--- config.mk ---
export PLATFORM = sky130hd
export DESIGN_NAME = multicycle_control
export DESIGN_NICKNAME = d
export VERILOG_FILES = /design/src/rtl/multicycle_control.sv
export SDC_FILE = /design/constraint.sdc
export NUM_CORES = 1
export LEC_CHECK = 0
export BUFFER_PORTS_ARGS = -buffer_cell sky130_fd_sc_hd__clkbuf_2
export CORE_MARGIN = 4
export CORE_UTILIZATION = 47
export CTS_CLUSTER_DIAMETER = 100
export DETAILED_ROUTE_END_ITERATION = 8
export GPL_ROUTABILITY_DRIVEN = 0
export PLACE_DENSITY = 0.91
export RECOVER_POWER = 100
export SKIP_LAST_GASP = 1
export SYNTH_ARGS = -nofsm -noshare
export SYNTH_HDL_FRONTEND = slang
export SYNTH_SLANG_ARGS = --single-unit
--- constraint.sdc ---
create_clock -name clock -period 1.5 [get_ports clock]
set_input_delay 0.15 -clock clock [delete_from_list [all_inputs] [get_ports clock]]
set_output_delay 0.15 -clock clock [all_outputs]
set_load 0.005 [all_outputs]
--- src/rtl/multicycle_control.sv ---
// Control unit for a multicycle MIPS-subset datapath: owns the instruction
// register, sequences lw/sw/R-type/beq/j/addi and decodes the IR fields.
module multicycle_control (
  input  logic        clock,
  input  logic        reset,
  input  logic [31:0] mem_rdata,
  input  logic        mem_ready,
  input  logic        alu_zero,
  output logic        mem_req,
  output logic        mem_we,
  output logic        ir_write,
  output logic        pc_write,
  output logic [1:0]  pc_src,
  output logic        alu_src_a,
  output logic [1:0]  alu_src_b,
  output logic [1:0]  alu_op,
  output logic        reg_write,
  output logic        mem_to_reg,
  output logic [4:0]  rr1,
  output logic [4:0]  rr2,
  output logic [4:0]  wr,
  output logic [31:0] imm_ext,
  output logic [3:0]  state,
  output logic        illegal
);

  typedef enum logic [3:0] {
    FETCH     = 4'd0,
    DECODE    = 4'd1,
    MEM_ADDR  = 4'd2,
    MEM_READ  = 4'd3,
    MEM_WB    = 4'd4,
    MEM_WRITE = 4'd5,
    EXEC_R    = 4'd6,
    R_WB      = 4'd7,
    BRANCH    = 4'd8,
    JUMP      = 4'd9,
    EXEC_I    = 4'd10,
    I_WB      = 4'd11
  } state_t;

  localparam logic [5:0] OP_RTYPE = 6'b000000;
  localparam logic [5:0] OP_LW    = 6'b100011;
  localparam logic [5:0] OP_SW    = 6'b101011;
  localparam logic [5:0] OP_BEQ   = 6'b000100;
  localparam logic [5:0] OP_J     = 6'b000010;
  localparam logic [5:0] OP_ADDI  = 6'b001000;

  state_t      cur;
  logic [31:0] ir;
  logic [5:0]  opcode;

  assign opcode  = ir[31:26];
  assign state   = cur;
  assign rr1     = ir[25:21];
  assign rr2     = ir[20:16];
  assign wr      = (opcode == OP_RTYPE) ? ir[15:11] : ir[20:16];
  assign imm_ext = {{16{ir[15]}}, ir[15:0]};

  // State sequencing and IR capture; reset overrides any pending transition.
  always_ff @(posedge clock) begin
    if (reset) begin
      cur <= FETCH;
      ir  <= 32'd0;
    end else begin
      if (ir_write)
        ir <= mem_rdata;
      case (cur)
        FETCH:     cur <= mem_ready ? DECODE : FETCH;
        DECODE: begin
          case (opcode)
            OP_LW, OP_SW: cur <= MEM_ADDR;
            OP_RTYPE:     cur <= EXEC_R;
            OP_BEQ:       cur <= BRANCH;
            OP_J:         cur <= JUMP;
            OP_ADDI:      cur <= EXEC_I;
            default:      cur <= FETCH;
          endcase
        end
        MEM_ADDR:  cur <= (opcode == OP_LW) ? MEM_READ : MEM_WRITE;
        MEM_READ:  cur <= mem_ready ? MEM_WB : MEM_READ;
        MEM_WRITE: cur <= mem_ready ? FETCH : MEM_WRITE;
        EXEC_R:    cur <= R_WB;
        EXEC_I:    cur <= I_WB;
        default:   cur <= FETCH;
      endcase
    end
  end

  // Control decode; everything not named for a state stays 0, and reset
  // silences all strobes so an aborted access cannot leak a write.
  always_comb begin
    mem_req    = 1'b0;
    mem_we     = 1'b0;
    ir_write   = 1'b0;
    pc_write   = 1'b0;
    pc_src     = 2'b00;
    alu_src_a  = 1'b0;
    alu_src_b  = 2'b00;
    alu_op     = 2'b00;
    reg_write  = 1'b0;
    mem_to_reg = 1'b0;
    illegal    = 1'b0;
    if (!reset) begin
      case (cur)
        FETCH: begin
          mem_req   = 1'b1;
          alu_src_b = 2'b01;
          ir_write  = mem_ready;
          pc_write  = mem_ready;
        end
        DECODE: begin
          alu_src_b = 2'b11;
          case (opcode)
            OP_LW, OP_SW, OP_RTYPE, OP_BEQ, OP_J, OP_ADDI: illegal = 1'b0;
            default:                                       illegal = 1'b1;
          endcase
        end
        MEM_ADDR, EXEC_I: begin
          alu_src_a = 1'b1;
          alu_src_b = 2'b10;
        end
        MEM_READ:  mem_req = 1'b1;
        MEM_WRITE: begin
          mem_req = 1'b1;
          mem_we  = 1'b1;
        end
        MEM_WB: begin
          reg_write  = (wr != 5'd0);
          mem_to_reg = 1'b1;
        end
        EXEC_R: begin
          alu_src_a = 1'b1;
          alu_op    = 2'b10;
        end
        R_WB, I_WB: reg_write = (wr != 5'd0);
        BRANCH: begin
          alu_src_a = 1'b1;
          alu_op    = 2'b01;
          pc_src    = 2'b01;
          pc_write  = alu_zero;
        end
        JUMP: begin
          pc_write = 1'b1;
          pc_src   = 2'b10;
        end
        default: ;
      endcase
    end
  end

endmodule
# == Word level (Yosys, flattened, before mapping) ==
# Index checks and enable logic that the tools add are counted.
# op_classes
n_eq_ne,16
mux,30
reduce_logical,9
# op_table
op,n
4-bit one-hot mux with 7 select lines,1
4-bit one-hot mux with 5 select lines,1
1-bit 2-to-1 mux,17
"4-bit by 3-bit equality test with 1-bit output, second input constant",4
"4-bit equality test, second input constant",4
"6-bit equality test, second input constant",2
3-bit 2-to-1 mux,3
"4-bit by 2-bit equality test with 1-bit output, second input constant",2
2-bit one-hot mux with 2 select lines,2
"6-bit by 2-bit equality test with 1-bit output, second input constant",1
"6-bit by 3-bit equality test with 1-bit output, second input constant",1
"6-bit by 4-bit equality test with 1-bit output, second input constant",1
6-bit zero test,1
2-bit 2-to-1 mux,3
2-bit one-hot mux with 3 select lines,1
3-bit OR reduction,2
6-bit OR reduction,1
5-bit 2-to-1 mux,1
5-bit nonzero test,1
"4-bit by 1-bit equality test with 1-bit output, second input constant",1
4-bit zero test,1
2-bit OR reduction,2
4-bit OR reduction,1
1-bit one-hot mux with 3 select lines,1
# totals
reg_bits,36
inputBits,36
output_inout_bits,65
wordCells,57

# == Logic depth before layout (Yosys ltp) ==
# Gate-level depths: netlist of run 1.
# logic_depth
depth_word,5
ltp_mapped,7
depth_no_buf,4

# == Worst setup path after synthesis of run 1 ==
# OpenSTA, ideal clock, no wires.
# synth_path
path_type,register to output
startpoint,register ir[15]
endpoint,output port reg_write
arrival_time_ns,1.154
required_time_ns,1.350
path_slack_ns,0.196
path_stages_with_launch,4
cell_sequence,dfxtp_1 -> or4_1 -> nor3_1 -> a2111oi_2
# synth_via
elab_chain_cells,4
# synth_rtl
item,line_no,text
from (decl),50,logic [31:0] ir;
from (signal assigned),67,ir <= mem_rdata;
5-bit 2-to-1 mux,57,assign wr = (opcode == OP_RTYPE) ? ir[15:11] : ir[20:16];
5-bit nonzero test,"129, 136",
1-bit 2-to-1 mux,n/a,
1-bit 2-to-1 mux,104,if (!reset) begin
to (decl),17,"output logic reg_write,"
# No other way between the ends.

# == Worst setup path after layout of run 1 ==
# layout_path
startpoint,"register cur[3], in the netlist state[3]"
endpoint,output port mem_to_reg
# layout_via
elab_chain_cells,3
# layout_rtl
item,line_no,text
from (decl),49,state_t cur;
from (signal assigned),69,FETCH: cur <= mem_ready ? DECODE : FETCH;
from (signal assigned),80,MEM_ADDR: cur <= (opcode == OP_LW) ? MEM_READ : MEM_WRITE;
from (signal assigned),81,MEM_READ: cur <= mem_ready ? MEM_WB : MEM_READ;
4-bit by 3-bit equality test with 1-bit output,105,case (cur)
1-bit 2-to-1 mux,105,
1-bit 2-to-1 mux,104,
to (decl),18,"output logic mem_to_reg,"
# No other way between the ends.

==> flow_metrics.tcl, run 1 <==
set metrics [dict create \
    portBuffers 100 \
    yosysUniqueCellTypes 39 \
    vias 2303 \
    status "finished, violations left" \
    postSynth.asyncResetShare_pct 0 \
    grt_first_pass_wirelength_um 10300 \
    report.final.slew_viol_count 0 \
    p_per_area_nw_per_um2 1130 \
    rows 24 \
    comb_power_share_pct 51.0 \
    end_kind "primary output" \
    cp.arrival_ns 1.60 \
    grt_pass1_vias 2212 \
    nets 407 \
    synth-seq-cells 36 \
    dr.pass1.iters 4 \
    cts_htree_levels 2 \
    worstRegToRegCells 8 \
    min_period_ns 1.75 \
    yosys_warnings 0 \
    dieHeight_um 76.4 \
    synthesis.nets 312 \
    grt_use_total_pct 21.4 \
    r2r_slack_ns -0.08 \
    fp.dieArea_um2 5840 \
    antenna_found_initial 0 \
    power_frac_seq_pct 31.7 \
    synthTopCellsByArea "dfxtp_1, buf_4, nand2_1, a21oi_1, buf_6" \
    critPathLaunchType "flop" \
    fmax_mhz 570 \
    root_buffer "clkbuf_8" \
    intPower_mw 2.36 \
    power_frac_clock_pct 17.3 \
    clock_latency_ns 0.29 \
    reg2reg_from "state[0]$_SDFF_PP0_" \
    io_pins 101 \
    p_switching_mw 1.42 \
    syn_avg_cell_area_um2 7.97 \
    rsz0062_at_grt "true" \
    cap_violations 0 \
    ys.flop_type "dfxtp_1" \
    setup_viol 42 \
    antennaDiodeCount 0 \
    wirelength_um 7540 \
    drt-initial-drc-count 111 \
    drc 0 \
    fin_hold_ws_ns 0.0789 \
    fin_crit_sh_pct 117 \
    endpoint "mem_to_reg" \
    die_w_um 76.4 \
    syn_inst 276 \
    overflow 0 \
    numCtsBuffers 5 \
    timing.final.ws_setup_ns -0.254 \
    required_ns 1.35 \
    violations "negative setup slack" \
    fin_skew_ns 0.00603 \
    ys_seq_area_share_pct 32.8 \
    netlist.top_cell.by_area "dfxtp_1" \
    yosysMostFrequentCell "nand2_1" \
    clk_pin_slew_worst_paths_ns 0.07 \
    syn-cell-area_um2 2200 \
    synth_enable_flop_cells 0 \
    worstMarginPinSlew_ns 0.323 \
    startpoint "state[3]$_SDFF_PP0_" \
    r2r_end "state[2]$_SDFF_PP0_" \
    hold_viol_final 0 \
    cts_tree "yes" \
    min_path_type "input port to flop" \
    routed_via_density 5.44 \
    area_growth_pct 52.8 \
    start_util_pct 49.5 \
    synth.top_cells.by_count "nand2_1, buf_4, dfxtp_1, a21oi_1, nor2_1" \
    leakage_nw 1.51 \
    drive_above_1_share_pct 63.9 \
    final_util_pct 75.6 \
    relSlewSlack_pct 78.4 \
    fp.coreArea_um2 4440 \
    avgRoutedWirePerCell_um 17.8 \
    cts_sinks 36 \
    worst-path-max-fanout 7 \
    hold_buffers 0 \
    netlist.area_leader.share_pct 32.8 \
    clock_tree.buffer_depth 2 \
    p_sw_share_pct 37.6 \
    criticalPathCategory "flop to primary output" \
    vdd_ir_drop_max_mv 0.732 \
    grt_max_degree 22 \
    drtAntennaViolNets 0 \
    dp_hpwl_um 3910 \
]
==> layout by cell type, fill, tap and decap left out, drive strengths merged, types with 2 or more instances in the layout <==
| cell | instances |
|---|---|
| nor3 | 10 |
| o21ai | 5 |
| nor4 | 4 |
| nor2b | 3 |
| nand4 | 2 |
| and3 | 2 |
| xor2 | 2 |
| nor2 | 16 |
| buf | 57 |
| nand2 | 69 |
| or4 | 2 |
| a21oi | 37 |
| mux2 | 5 |
| dfxtp | 36 |
| a2111oi | 4 |
| clkbuf | 99 |
| a31oi | 4 |
| nand2b | 2 |
==> how the worst min path moves through the flow <==
stage / cells after the start / end / from
2_1_floorplan: 2 / ir[0]$_SDFFE_PP0P_ / mem_rdata[0]
3_3_place_gp: 3 / ir[3]$_SDFFE_PP0P_ / mem_rdata[3]
3_5_place_dp: 3 / ir[4]$_SDFFE_PP0P_ / mem_rdata[4]
4_1_cts: 3 / ir[13]$_SDFFE_PP0P_ / mem_rdata[13]
5_1_grt: 3 / ir[22]$_SDFFE_PP0P_ / mem_rdata[22]
6_report: 3 / ir[7]$_SDFFE_PP0P_ / mem_rdata[7]
==> registers in the layout, indices dropped and copies added, names as in the netlist <==
register	cells
state	4
ir	32
==> area by class of cell <==
cell class | count | area (um2)
clock inverters | 1 | 5.00
repair buffers | 150 | 1060
clock buffers | 6 | 72.6
well taps | 52 | 65.1
flip-flops and latches | 36 | 743
fillers | 287 | 1080
multi-input cells | 178 | 1420
==> metal layers <==
metal / global-route usage, % / share of wire, %
met5: 0 / 0
met4: 8.70 / 4.4
met3: 7.09 / 8.3
met2: 38.6 / 52
met1: 22.8 / 35
==> cells by family after synthesis <==
logic type	Yosys count	share of synthesized area, %
buffers and inverters	62	21.7
AO/OA/AOI/OAI	55	15.9
flip-flops	36	32.8
AND/OR/NAND/NOR	116	26.2
XOR/XNOR	2	0.797
multiplexers	5	2.56
==> power by group through the flow <==
stage	clock [mW]	sequential [mW]	combinational, mW
after global placement	0	1.19	1.12
after detailed placement	0	1.20	1.15
after global routing	0.708	1.21	2.06
final	0.656	1.20	1.93
after CTS	0.668	1.18	1.47
after floorplan	0	1.19	0.915
==> critical path, stage by stage (launching register included) <==
cell and delay, ns:
dfxtp_4 0.41, buf_8 0.16, buf_4 0.13, nor2_2 0.14, nand2_4 0.10, nor3_2 0.21, buf_2 0.16
==> per-stage QoR <==
step / TNS [ns] / std cells / total power, mW / area, um2 / setup WS [ns]
floorplan: 0 / 276 / 2.11 / 2200 / 0.196
global placement: 0 / 388 / 2.31 / 2480 / 0.0829
detailed placement: 0 / 388 / 2.35 / 2480 / 0.0546
CTS: -1.78 / 413 / 3.32 / 2920 / -0.160
global route: -5.10 / 423 / 3.98 / 3360 / -0.299
finish: -2.35 / 423 / 3.78 / 3360 / -0.254
==> timing repair <==
action,4_1_cts,5_1_grt
setup buffers,18,7
cloned,0,3
hold endpoints to repair,0,0
endpoints found under the setup margin,14,53
gates resized for setup,56,91
pin swaps,14,36
(Power assumes the default switching activity.)
==> run 2, diff against run 1 <==
Settings changed: RECOVER_POWER 100 to not set, SLEW_MARGIN set to 20.
==> run 2 against run 1 <==
Setup slack got worse by 0.00098 ns. The run still ends with negative setup slack left. Maximum frequency barely moved. Critical path depth did not move. Die area did not move. Clock power barely moved. Non-clock buffer count did not move. Cell area rose by 0.48%. Clock skew barely moved. Global-route usage did not move. Count of clock-buffer cells in the layout did not move.
==> flow_metrics.tcl, run 2 (same netlist as run 1, synthesis figures left out) <==
set metrics [dict create \
    report.final.slew_viol_count 0 \
    start_util_pct 49.5 \
    layout_common_cells "clkbuf_2, nand2_1, dfxtp_1" \
    r2r_end "state[2]$_SDFF_PP0_" \
    area_growth_pct 53.6 \
    cts_tree "yes" \
    overflow 0 \
    timing.final.ws_setup_ns -0.255 \
    grt_pass1_vias 2212 \
    routed_via_density 5.49 \
    vdd_ir_drop_max_mv 0.735 \
    r2r_slack_ns -0.08 \
    met3_usage_pct 7.09 \
    fp.coreArea_um2 4440 \
    p_per_area_nw_per_um2 1120 \
    fin_skew_ns 0.00615 \
    status "finished, violations left" \
    met1_usage_pct 22.8 \
    worstRegToRegCells 8 \
    crit_chain "buf_8 -> buf_4 -> nor2_2 -> nand2_4 -> nor3_2 -> buf_2" \
    min_to "ir[7]$_SDFFE_PP0P_" \
    drc 0 \
    dr.pass1.iters 4 \
    nets 407 \
    hold_viol_final 0 \
    rows 24 \
    numCtsBuffers 5 \
    use_met2_pct 38.6 \
    fin_tns_setup_ns -2.29 \
    io_pins 101 \
    root_buffer "clkbuf_8" \
    hold_depth 3 \
    cap_violations 0 \
    largest_reg_flops 32 \
    critical_path.max_stage_delay_ns 0.41 \
    critPathLaunchType "flop" \
    clk_pin_slew_worst_paths_ns 0.07 \
    criticalPathCategory "flop to primary output" \
    reg2reg_from "state[0]$_SDFF_PP0_" \
    end_kind "primary output" \
    drive_above_1_share_pct 67.4 \
    worst-path-max-fanout 7 \
    leakage_nw 1.55 \
    avgRoutedWirePerCell_um 17.9 \
    wirelength_um 7560 \
    die_w_um 76.4 \
    clock_tree.buffer_depth 2 \
    vias 2324 \
    cp_slowest_cell "dfxtp_4" \
    required_ns 1.35 \
    min_path_type "input port to flop" \
    cp_num_buf_inv 3 \
    portBuffers 100 \
    fin_crit_sh_pct 117 \
    cts_sinks 36 \
    instances_no_fill 423 \
    fmax_mhz 570 \
    cts_htree_levels 2 \
    final_area_um2 3380 \
    worstMarginPinSlew_ns 0.339 \
    final_common_cell "clkbuf_2" \
    drtAntennaViolNets 0 \
    fin_hold_ws_ns 0.0799 \
    clock_latency_ns 0.29 \
    setup_viol 41 \
    dp.cells 388 \
    dieHeight_um 76.4 \
    min_from "mem_rdata[7]" \
    n_fill_cell 281 \
    crit_family "buffers and inverters" \
    drt-initial-drc-count 122 \
    busiest_layer "met2" \
    violations "negative setup slack" \
    antenna_found_initial 0 \
    cp.arrival_ns 1.60 \
    post_dp_cell_area_um2 2480 \
    dp_hpwl_um 3910 \
    rsz0062_at_grt "true" \
    antennaDiodeCount 0 \
    grt_use_total_pct 21.4 \
    fp.dieArea_um2 5840 \
    grt_max_degree 22 \
    grt_first_pass_wirelength_um 10300 \
    relSlewSlack_pct 77.3 \
    regMostFlops "ir" \
    min_period_ns 1.75 \
]
run 2: repair_timing:
item                                   CTS  global route
gates cloned                             0             3
setup buffers                           18             7
endpoints found under the hold margin    0             0
pin swaps                               14            36
resized for setup                       56            91
hold buffers                             0             0
setup endpoints to repair               14            53
run 2: power by group:
part | switching (mW) | internal (mW) | total (mW)
Clock | 0.341 | 0.316 | 0.657
Sequential | 0.115 | 1.08 | 1.20
Combinational | 0.970 | 0.971 | 1.94
Total | 1.43 | 2.37 | 3.80
run 2: cell type report:
class	instances	area, um2	share of cell area, %
clock inverter	1	5.00	0.148
timing repair buffer	150	1070	31.8
tap	52	65.1	1.93
sequential	36	743	22.0
clock buffer	6	72.6	2.15
multi-input combinational	178	1420	42.0
run 2: worst register-to-register path, delay by kind of cell, from the launching register on:
family          cells  cell delay [ns]
flops               1             0.37
buf+inv             4             0.53
compound gates      2             0.29
simple gates        2             0.30
run 2: routing by layer:
metal	part of all wire, %	wire length (um)	vias up
li1	-	-	1078
met1	35	2670	1095
met2	52	3900	120
met3	8.4	638	31
met4	4.6	350	0
met5	0	0	-
run 2: how the worst max path moves through the flow:
stage / startpoint / end / slack (ns) / depth (start not counted)
after global placement: state[3]$_SDFF_PP0_ / ir[28]$_SDFFE_PP0P_ / 0.08 / 6
after floorplan: ir[15]$_SDFFE_PP0P_ / reg_write / 0.20 / 3
final: state[3]$_SDFF_PP0_ / mem_to_reg / -0.25 / 6
after global routing: state[3]$_SDFF_PP0_ / mem_to_reg / -0.30 / 6
after CTS: ir[12]$_SDFFE_PP0P_ / reg_write / -0.16 / 4
after detailed placement: state[0]$_SDFF_PP0_ / state[1]$_SDFF_PP0_ / 0.05 / 5
run 2: stage by stage:
| step | worst slack, ns | utilization, % | power, mW |
|---|---|---|---|
| floorplan | 0.196 | - | 2.11 |
| global placement | 0.0829 | 55.7 | 2.31 |
| detailed placement | 0.0546 | 55.7 | 2.35 |
| CTS | -0.160 | 65.6 | 3.32 |
| global route | -0.299 | 76.0 | 3.99 |
| finish | -0.255 | 76.0 | 3.80 |
==> run 3, diff against run 2 <==
Settings changed: BUFFER_PORTS_ARGS -buffer_cell sky130_fd_sc_hd__clkbuf_2 to not set, CORE_UTILIZATION 47 to 60, DONT_BUFFER_PORTS set to 1, PLACE_DENSITY 0.91 to 0.87.
==> run 3 against run 2 <==
The flow still finishes with violations (negative setup slack). First-iteration DRC count up 31%. Count of clock-buffer cells in the layout up 1. Critical path depth down 3. Combinational power down 42%. Register-to-register slack better by 0.19 ns. Sequential share of layout area up 7.2 points. Critical path type unchanged. Highest routed layer unchanged.
==> flow_metrics.tcl, run 3 (same netlist as run 1, synthesis figures left out) <==
set metrics [dict create \
    dr.pass1.iters 4 \
    area_growth_pct 15.3 \
    intPower_mw 1.96 \
    vdd_ir_drop_max_mv 0.672 \
    min_path_type "input port to flop" \
    fp.dieArea_um2 4700 \
    vias 1807 \
    antenna_found_initial 0 \
    status "finished, violations left" \
    final_area_um2 2530 \
    final_common_cell "nand2_1" \
    timing.final.ws_setup_ns -0.0583 \
    leakage_nw 0.922 \
    worst-path-max-fanout 4 \
    fin_hold_ws_ns 0.00751 \
    cp_num_buf_inv 0 \
    fin_crit_sh_pct 104 \
    critPathLaunchType "flop" \
    routed_via_density 5.75 \
    report.final.slew_viol_count 0 \
    root_buffer "clkbuf_8" \
    cp.arrival_ns 1.41 \
    cap_violations 0 \
    p_per_area_nw_per_um2 1200 \
    nets 303 \
    setup_viol 3 \
    critical_path.max_stage_delay_ns 0.56 \
    multi_input_area_um2 1170 \
    layout_common_cells "nand2_1, a21oi_1, dfxtp_1" \
    largest_reg_flops 32 \
    avgRoutedWirePerCell_um 16.7 \
    wirelength_um 5250 \
    hold_viol_final 0 \
    drtAntennaViolNets 0 \
    cts_htree_levels 2 \
    dp_hpwl_um 3080 \
    crit_chain "or4_4 -> nor2_4 -> a2111oi_4" \
    fmax_mhz 642 \
    fp.coreArea_um2 3440 \
    comb_power_share_pct 36.9 \
    p_switching_mw 1.08 \
    power_frac_seq_pct 40.1 \
    antennaDiodeCount 0 \
    start_util_pct 63.9 \
    fin_tns_setup_ns -0.123 \
    min_period_ns 1.56 \
    clock_latency_ns 0.28 \
    clk_pin_slew_worst_paths_ns 0.07 \
    required_ns 1.35 \
    clock_tree.buffer_depth 2 \
    rsz0062_at_grt "true" \
    grt_use_total_pct 21.0 \
    end_kind "primary output" \
    power_frac_clock_pct 22.9 \
    grt_pass1_vias 1621 \
    numCtsBuffers 5 \
    die_w_um 68.5 \
    drt-initial-drc-count 160 \
    p_sw_share_pct 35.6 \
    io_pins 101 \
    cp_slowest_cell "or4_4" \
    rows 21 \
    post_dp_cell_area_um2 1900 \
    p_total_mw 3.04 \
    portBuffers 0 \
    overflow 0 \
    crit_family "simple AND/OR/NAND/NOR gates" \
    regMostFlops "ir" \
    violations "negative setup slack" \
    drc 0 \
    fin_skew_ns 0.00586 \
    dieHeight_um 68.5 \
    cts_tree "yes" \
    seq_area_um2 741 \
    criticalPathCategory "flop to primary output" \
    worstMarginPinSlew_ns 0.356 \
    n_fill_cell 257 \
    drive_above_1_share_pct 29.5 \
    grt_max_degree 33 \
    relSlewSlack_pct 75.6 \
    cts_sinks 36 \
    grt_first_pass_wirelength_um 7340 \
]
## run 3: cell count changes in the layout (fill, tap and decap cells not counted), moves of 6 or more
| cell | before | now |
|---|---|---|
| a21oi_1 | 15 | 30 |
| nand2_1 | 55 | 66 |
| nand2_4 | 14 | 1 |
| buf_6 | 12 | 4 |
| dlygate4sd3_1 | 0 | 24 |
| clkbuf_2 | 91 | 0 |
| nor2_1 | 5 | 11 |
| buf_4 | 25 | 14 |
| buf_2 | 9 | 0 |
| nor2_2 | 6 | 0 |
| a21oi_2 | 21 | 7 |
## run 3: cell type report
type | count | area share, %
clock buffer | 7 | 3.41
sequential | 36 | 29.2
tap | 46 | 2.27
timing repair buffer | 46 | 18.6
multi-input combinational | 178 | 46.2
clock inverter | 1 | 0.296
## run 3: final timing paths
check             slack (ns)                start                  end  depth (start not counted)
setup / recovery       -0.06  ir[16]$_SDFFE_PP0P_            reg_write                          3
hold reg to reg         0.48   ir[7]$_SDFFE_PP0P_   ir[7]$_SDFFE_PP0P_                          2
hold / removal         0.008        mem_rdata[19]  ir[19]$_SDFFE_PP0P_                          2
setup reg to reg        0.11  ir[28]$_SDFFE_PP0P_  state[3]$_SDFF_PP0_                          6
## run 3: through the flow
| step | instances | util [%] | setup WS, ns |
|---|---|---|---|
| 3_5_place_dp | 274 | 55.1 | 0.116 |
| 2_1_floorplan | 276 | - | 0.196 |
| 4_1_cts | 307 | 68.2 | -0.110 |
| 6_report | 314 | 73.6 | -0.0583 |
| 3_3_place_gp | 274 | 55.1 | 0.166 |
| 5_1_grt | 314 | 73.6 | -0.142 |
## run 3: timing repair
item | in CTS | in global routing
setup buffers | 2 | 4
resized for setup | 27 | 27
gates cloned | 0 | 1
hold buffers | 23 | 2
setup endpoints to repair | 16 | 18
endpoints found under the hold margin | 32 | 2
pin swaps | 7 | 12
## run 3: power by group through the flow
stage                     combinational (mW)  sequential [mW]  clock [mW]
after floorplan                        0.915             1.19           0
after global placement                 0.806             1.22           0
after detailed placement               0.822             1.22           0
after CTS                              0.999             1.22       0.718
after global routing                    1.23             1.24       0.774
final                                   1.12             1.22       0.698
## run 3: per-layer routing
layer	track usage [%]	up-vias	wire (um)	part of all wire, %
li1	-	876	-	-
met1	25.2	841	2070	39
met2	36.0	79	2660	51
met3	6.97	11	413	7.9
met4	5.46	0	106	2.0
met5	0	-	0	0
